File: src/rtl/scan_fsm_pkg.sv
// Shared types and helpers for the full-scan modulo up/down counter.
// Chain geometry and terminal-count detection are kept here so the top stays structural.
package scan_fsm_pkg;

    typedef enum logic {
        DOWN = 1'b0,
        UP   = 1'b1
    } dir_t;

    // Number of scan-vector bits that land in chain k (bits i with i % nchains == k).
    function automatic int chain_len(input int width, input int nchains, input int k);
        return (width + 1 - k + nchains - 1) / nchains;
    endfunction

    // Index of the last (highest) scan-vector bit in chain k; this bit drives SDO[k].
    function automatic int chain_tail(input int width, input int nchains, input int k);
        return k + (chain_len(width, nchains, k) - 1) * nchains;
    endfunction

    // True when a count step from q in direction c wraps around the modulus.
    function automatic logic is_term(input int unsigned q, input dir_t c, input int unsigned mod);
        logic term;
        case (c)
            UP:      term = (q == (mod - 32'd1));
            DOWN:    term = (q == 32'd0);
            default: term = 1'b0;
        endcase
        return term;
    endfunction

endpackage

File: src/rtl/scan_reg.sv
// W-bit flop vector with synchronous active-high reset and a per-bit functional/scan input mux.
module scan_reg #(
    parameter int W = 5
) (
    input  logic         clk_i,
    input  logic         rst_i,
    input  logic         mode_i,
    input  logic [W-1:0] d_i,
    input  logic [W-1:0] scan_in_i,
    output logic [W-1:0] q_o
);

    logic [W-1:0] q_q;
    logic [W-1:0] q_d;

    // Select shift data in scan mode, functional next-state otherwise.
    always_comb begin
        q_d = d_i;
        if (mode_i) begin
            q_d = scan_in_i;
        end else begin
            q_d = d_i;
        end
    end

    // State flops; reset wins over both functional and scan updates.
    always_ff @(posedge clk_i) begin
        if (rst_i) begin
            q_q <= {W{1'b0}};
        end else begin
            q_q <= q_d;
        end
    end

    assign q_o = q_q;

endmodule

File: src/rtl/scan_counter_fsm.sv
// Full-scan modulo up/down counter with registered terminal-count flag and NCHAINS parallel scan chains.
// Optional macro SCAN_SDO_GATE_EN: forces SDO to zero while m=0.
module scan_counter_fsm
    import scan_fsm_pkg::*;
#(
    parameter int WIDTH   = 4,
    parameter int MOD     = 10,
    parameter int NCHAINS = 2
) (
    input  logic               clk,
    input  logic               rst,
    input  logic               a,
    input  logic               c,
    input  logic               m,
    input  logic [NCHAINS-1:0] SDI,
    output logic [WIDTH-1:0]   q,
    output logic               n,
    output logic [NCHAINS-1:0] SDO
);

    localparam int               VW      = WIDTH + 1;
    localparam logic [WIDTH-1:0] MOD_MAX = WIDTH'(MOD - 1);
    localparam logic [WIDTH-1:0] ONE     = WIDTH'(1);
    localparam logic [WIDTH-1:0] ZERO    = WIDTH'(0);

    if (WIDTH < $clog2(MOD)) begin : g_chk_width
        $error("scan_counter_fsm: WIDTH too small for MOD");
    end
    if (MOD < 2) begin : g_chk_mod
        $error("scan_counter_fsm: MOD must be at least 2");
    end
    if ((NCHAINS < 1) || (NCHAINS > VW)) begin : g_chk_chains
        $error("scan_counter_fsm: NCHAINS must lie in 1..WIDTH+1");
    end

    logic [VW-1:0]      v_q;
    logic [VW-1:0]      v_d;
    logic [VW-1:0]      scan_in_s;
    logic [WIDTH-1:0]   cnt_s;
    logic [WIDTH-1:0]   cnt_d;
    logic               term_d;
    logic [NCHAINS-1:0] tails_s;
    dir_t               dir_s;

    assign cnt_s = v_q[WIDTH-1:0];
    assign dir_s = dir_t'(c);

    // Functional next state: explicit-compare wrap; illegal states recover to zero with no flag.
    always_comb begin
        cnt_d  = cnt_s;
        term_d = v_q[WIDTH];
        if (a) begin
            term_d = is_term(32'(cnt_s), dir_s, 32'(MOD));
            if (cnt_s > MOD_MAX) begin
                cnt_d = ZERO;
            end else begin
                case (dir_s)
                    UP:      cnt_d = (cnt_s == MOD_MAX) ? ZERO : (cnt_s + ONE);
                    DOWN:    cnt_d = (cnt_s == ZERO) ? MOD_MAX : (cnt_s - ONE);
                    default: cnt_d = ZERO;
                endcase
            end
        end else begin
            cnt_d  = cnt_s;
            term_d = v_q[WIDTH];
        end
    end

    assign v_d = {term_d, cnt_d};

    // Each bit takes its chain predecessor NCHAINS positions below; chain heads take SDI.
    for (genvar i = 0; i < VW; i++) begin : g_scan_in
        if (i >= NCHAINS) begin : g_link
            assign scan_in_s[i] = v_q[i-NCHAINS];
        end else begin : g_head
            assign scan_in_s[i] = SDI[i];
        end
    end

    for (genvar k = 0; k < NCHAINS; k++) begin : g_tail
        localparam int TAIL = chain_tail(WIDTH, NCHAINS, k);
        assign tails_s[k] = v_q[TAIL];
    end

    scan_reg #(
        .W (VW)
    ) u_scan_reg (
        .clk_i     (clk),
        .rst_i     (rst),
        .mode_i    (m),
        .d_i       (v_d),
        .scan_in_i (scan_in_s),
        .q_o       (v_q)
    );

    assign q = v_q[WIDTH-1:0];
    assign n = v_q[WIDTH];

`ifdef SCAN_SDO_GATE_EN
    assign SDO = m ? tails_s : {NCHAINS{1'b0}};
`else
    assign SDO = tails_s;
`endif

endmodule

File: config.mk
export PLATFORM = sky130hd
export DESIGN_NAME = scan_counter_fsm
export DESIGN_NICKNAME = d
export VERILOG_FILES = /design/src/rtl/scan_fsm_pkg.sv /design/src/rtl/scan_reg.sv /design/src/rtl/scan_counter_fsm.sv
export SDC_FILE = /design/constraint.sdc
export NUM_CORES = 1
export LEC_CHECK = 0
export ABC_CLOCK_PERIOD_IN_PS = 1300
export CAP_MARGIN = 40
export CORE_MARGIN = 10
export CORE_UTILIZATION = 30
export CTS_BUF_LIST = sky130_fd_sc_hd__clkbuf_2 sky130_fd_sc_hd__clkbuf_4 sky130_fd_sc_hd__clkbuf_8
export DETAILED_ROUTE_END_ITERATION = 10
export PLACE_DENSITY = 0.6
export SKIP_LAST_GASP = 1
export SYNTH_ARGS = -nofsm -noshare
export SYNTH_HDL_FRONTEND = slang
export SYNTH_SLANG_ARGS = --single-unit
File: constraint.sdc
create_clock -name clk -period 1.3 [get_ports clk]
set_input_delay 0.26 -clock clk [delete_from_list [all_inputs] [get_ports clk]]
set_output_delay 0.26 -clock clk [all_outputs]
set_load 0.01 [all_outputs]
# After elaboration in Yosys (flattened, before gate mapping)
# Index checks and enable logic that the tools add are counted.
# classes
add_sub_neg	2
order_cmp	1
n_eq_ne	1
n_mux	8
bitwise_logic	1
n_reduce_logical	2
# op_table
op	count
$mux 4	4
$pmux 4 s2	1
$mux 5	1
$add 4x1->4 const B	1
$eq 4x4->1 const B	1
$gt 4x4->1 const B	1
$logic_not 4->1	1
$sub 4x1->4 const B	1
$pmux 1 s2	1
$reduce_bool 2->1	1
$mux 1	1
$not 1->1	1
# totals
regBits	5
in_bits	7
out_inout_bits	7

# Depth between registers and ports, before layout
# depth
depth_word	6
mapped_depth	5
depth_no_buf	4

# By module
# Synthesis repeated with hierarchy kept, for this count alone.
# hier_totals
hier_cells	57
hier_area_um2	445.4
# modules_own_cells
module	n_inst	cells_per_inst	area_each_um2
scan_counter_fsm	1	41	265.3
scan_reg	1	16	180.2

# Worst setup path before layout
# No wires, ideal clock.
# synth_path
path_type	register to register
from	register u_scan_reg.q_q[3] (netlist: u_scan_reg.q_o[3])
to	register u_scan_reg.q_q[4] (netlist: u_scan_reg.q_o[4])
setup_time_ps	86
arrival_time_ps	1310
required_time_ps	1214
path_slack_ps	-96
path_stages_with_launch	5
path_buffers	1
period_less_slack_ps	1396
path_cell_list	dfxtp_1 > buf_6 > or3_1 > a211o_1 > a221oi_2
# synth_between
elab_chain_len	4
# synth_lines
element	line_no	text
start: declaration	scan_reg.sv:13	logic [W-1:0] q_q;
start signal: assignment	scan_reg.sv:29	q_q <= {W{1'b0}};
start signal: assignment	scan_reg.sv:31	q_q <= q_d;
$eq 4x4->1 or $logic_not 4->1 (tied branches)	scan_fsm_pkg.sv:24, scan_fsm_pkg.sv:25	
$pmux 1 s2 (*)	scan_fsm_pkg.sv:23	case (c)
$mux 1 (*)	scan_counter_fsm.sv:52	if (a) begin
$mux 5 (*)	scan_reg.sv:19	if (mode_i) begin
# Mark *: on every way between the ends. The rest lies on a longest branch, timed or not. The select of a mux whose other input is x is not followed.
# A chain may end at the register's enable or synchronous reset.

# Final worst setup path
# Same ends and word-level chain as after synthesis.

==> impl_metrics.csv <==
group,metric,value,unit
global_route,antenna_found_initial,0,
worst_setup_path,timing.critical_path.arrival,1.44,ns
logic_synthesis,ys_warn_count,0,
sta,max_slew_margin,82.9,%
worst_setup_path,crit_chain,"or3_1, a211o_1, a221oi_2",
floorplan,initial_core_util,32.8,%
clock_tree,cts-htree-levels,1,
sta,finalCriticalPeriod,1.28,ns
finish,largest_reg_flops,5,
clock_tree,numCtsBuffers,3,
logic_synthesis,yosysTopAreaCellShare,22.6,%
power,cellLeakagePower,0.317,nW
finish,fin_util,51.3,%
global_route,grt_pass1_vias,474,
worst_setup_path,crit_path_end,"u_scan_reg.q_o[4]",
min_path,hold_class,"reg2reg",
global_route,grt_max_degree,11,
global_route,grt_overflow,0,
logic_synthesis,synth_cells,56,
detailed_routing,wirelength,1.24,mm
flow_run,maxCapViolCount,0,
placed_design,gp_congestion,0.855,
worst_setup_path,cp-start-kind,"flip-flop",
finish,nFillCells,136,
logic_synthesis,synth_commonest_cells,"7 x a21oi_1, 5 x dfxtp_1, 4 x buf_4, 4 x nor2_1",
floorplan,die_area,3410,um^2
global_route,grt_use_total,7.41,%
floorplan,die_x,58.4,um
global_route,grt.met1_usage,8.51,%
floorplan,coreArea,1350,um^2
sta,timing.final.ws_setup,0.0156,ns
global_route,grt.busiest_layer,"met2",
detailed_routing,wl_per_cell,12.8,um
logic_synthesis,synth_most_common_cell,"a21oi_1",
sta,fin_setup_tns,0,ns
sta,report.final.slew_viol_count,0,
sta,fmax,779,MHz
floorplan,num_rows,13,
logic_synthesis,avgSynthCellArea,7.91,um^2
finish,num_antenna_cells,0,
finish,multi_input_area,279,um^2
logic_synthesis,synth_nets,63,
worst_setup_path,required,1.46,ns
clock_tree,cts_tree,"done",
outcome,status,"completed",
finish,num-nets-final,90,
clock_tree,clk_pin_slew,0.04,ns
logic_synthesis,ys_types,30,
worst_setup_path,r2r_slack,0.02,ns
worst_setup_path,cpPeakStageDelay,0.36,ns
logic_synthesis,synth_area_leaders,"dfxtp_1 23%, a21oi_1 7.9%, a221oi_2 6.8%",
clock_tree,cts.sinks,5,
sta,setup_viol,0,
finish,seq_area,113,um^2
worst_setup_path,reg2reg_depth,3,
worst_setup_path,end_kind,"flip-flop",
floorplan,io_pins,14,
worst_setup_path,critPathSlowestCell,"dfxtp_4",
sta,finClkSkew,0.00227,ns
clock_tree,cts_root_buffer,"clkbuf_4",
clock_tree,cts_hold_buf,0,
worst_setup_path,rr_endpoint,"u_scan_reg.q_o[4]",
placed_design,io_buffers,13,
detailed_routing,drcViolationCount,0,
placed_design,dpl.hpwl,950,um
logic_synthesis,synth-edff-count,0,
logic_synthesis,ys_async_sr_fraction,0,%
logic_synthesis,synth_top_area_cell,"dfxtp_1",
min_path,min_path_cells,2,
detailed_routing,drt-pass1-iter-count,4,
global_route,grt_pass1_wl,2.05,mm
worst_setup_path,r2r-start,"u_scan_reg.q_o[3]",
finish,drive_above_1_share,35.4,%
clock_tree,clk_latency,0.24,ns
sta,grt_setup_unrepaired,"true",
power,vdd_drop_max,0.629,mV
worst_setup_path,crit_start,"u_scan_reg.q_o[3]",
sta,hold_viol,0,
logic_synthesis,synth-seq-area-share,22.6,%
detailed_routing,dr_total_vias,497,
floorplan,dieHeight,58.4,um
finish,layout-area-overhead-vs-synth,56.5,%
clock_tree,clk_path_buf_depth,2,
detailed_routing,ant_nets,0,
placed_design,dp_worst_setup_slack,-0.392,ns
worst_setup_path,crit_type,"reg2reg",
worst_setup_path,crit_fanout,6,
detailed_routing,first_iter_violations,5,
logic_synthesis,ys_ff_latch,5,
detailed_routing,vias_per_cell,5.12,
sta,period_share,98.8,%
power,power_density,807,nW/um^2
sta,tightestPinTransition,0.256,ns
logic_synthesis,synthesis.area,443,um^2
global_route,met3_usage,6.22,%
logic_synthesis,ys.flop_type,"dfxtp_1",
global_route,gr-usage-met2,10.3,%
## worst min-delay path by stage
stage	start	to	slack (ns)
floorplan	rst	u_scan_reg.q_o[1]	0.32
global placement	u_scan_reg.q_o[2]	u_scan_reg.q_o[4]	0.57
detailed placement	u_scan_reg.q_o[2]	u_scan_reg.q_o[4]	0.57
CTS	u_scan_reg.q_o[2]	u_scan_reg.q_o[4]	0.55
global route	u_scan_reg.q_o[2]	u_scan_reg.q_o[4]	0.57
finish	u_scan_reg.q_o[2]	u_scan_reg.q_o[4]	0.54
## metal layers
layer / wire length (um) / vias to the layer above
met3: 160 / 0
met4: 0 / 0
li1: - / 255
met5: 0 / -
met2: 540 / 16
met1: 541 / 226
## critical path, delay by kind of cell, from the launching register on
family,cells,cell delay (ns)
AO/OA/AOI/OAI,2,0.50
flip-flops,1,0.36
AND/OR/NAND/NOR,1,0.34
## cells in the final DEF (no fill, tap or decap), types with 2 or more instances in the layout
cell type	n
buf_4	15
a21oi_1	7
dlygate4sd2_1	7
clkdlybuf4s50_1	5
nor2_1	4
clkbuf_4	4
inv_1	3
dfxtp_4	3
nor3_1	2
nand2b_1	2
o31ai_1	2
nand3_1	2
a211o_1	2
a221oi_2	2
## stage by stage
stage | cell area [um^2] | std cells | hold slack [ns] | power (mW)
after floorplan | 445 | 56 | 0.322 | 0.285
after global placement | 627 | 89 | 0.570 | 0.362
after detailed placement | 627 | 89 | 0.566 | 0.364
after CTS | 653 | 93 | 0.547 | 0.564
after global routing | 693 | 97 | 0.570 | 0.608
final | 693 | 97 | 0.545 | 0.560
## logic make-up after synthesis
logic type                Yosys count  share of synthesized area (%)
AOI/OAI and AO/OA                  19                           31.9
and+or+nand+nor                    19                           23.7
buffers and inverters              10                           15.5
DFF                                 5                           22.6
xor gates and xnor gates            2                           3.96
muxes                               1                           2.26
## power by group
group          switching (mW)  internal, mW  total, mW
registers              0.0153         0.163      0.179
clock network          0.0604         0.137      0.197
logic                  0.0786         0.105      0.184
total                   0.154         0.405      0.560
## area by class of cell
type                       instances  area share, %
multi-input combinational         41           40.3
inverter                           3           1.62
clock buffer                       4           4.33
tap                               15           2.71
sequential                         5           16.2
timing repair buffer              29           34.8
## what timing repair did
item	4_1_cts	5_1_grt
pin swaps	0	3
resized for setup	10	4
gates cloned	0	0
setup endpoints to repair	11	5
setup buffers	0	4
Power figures use the tool's default switching activity.
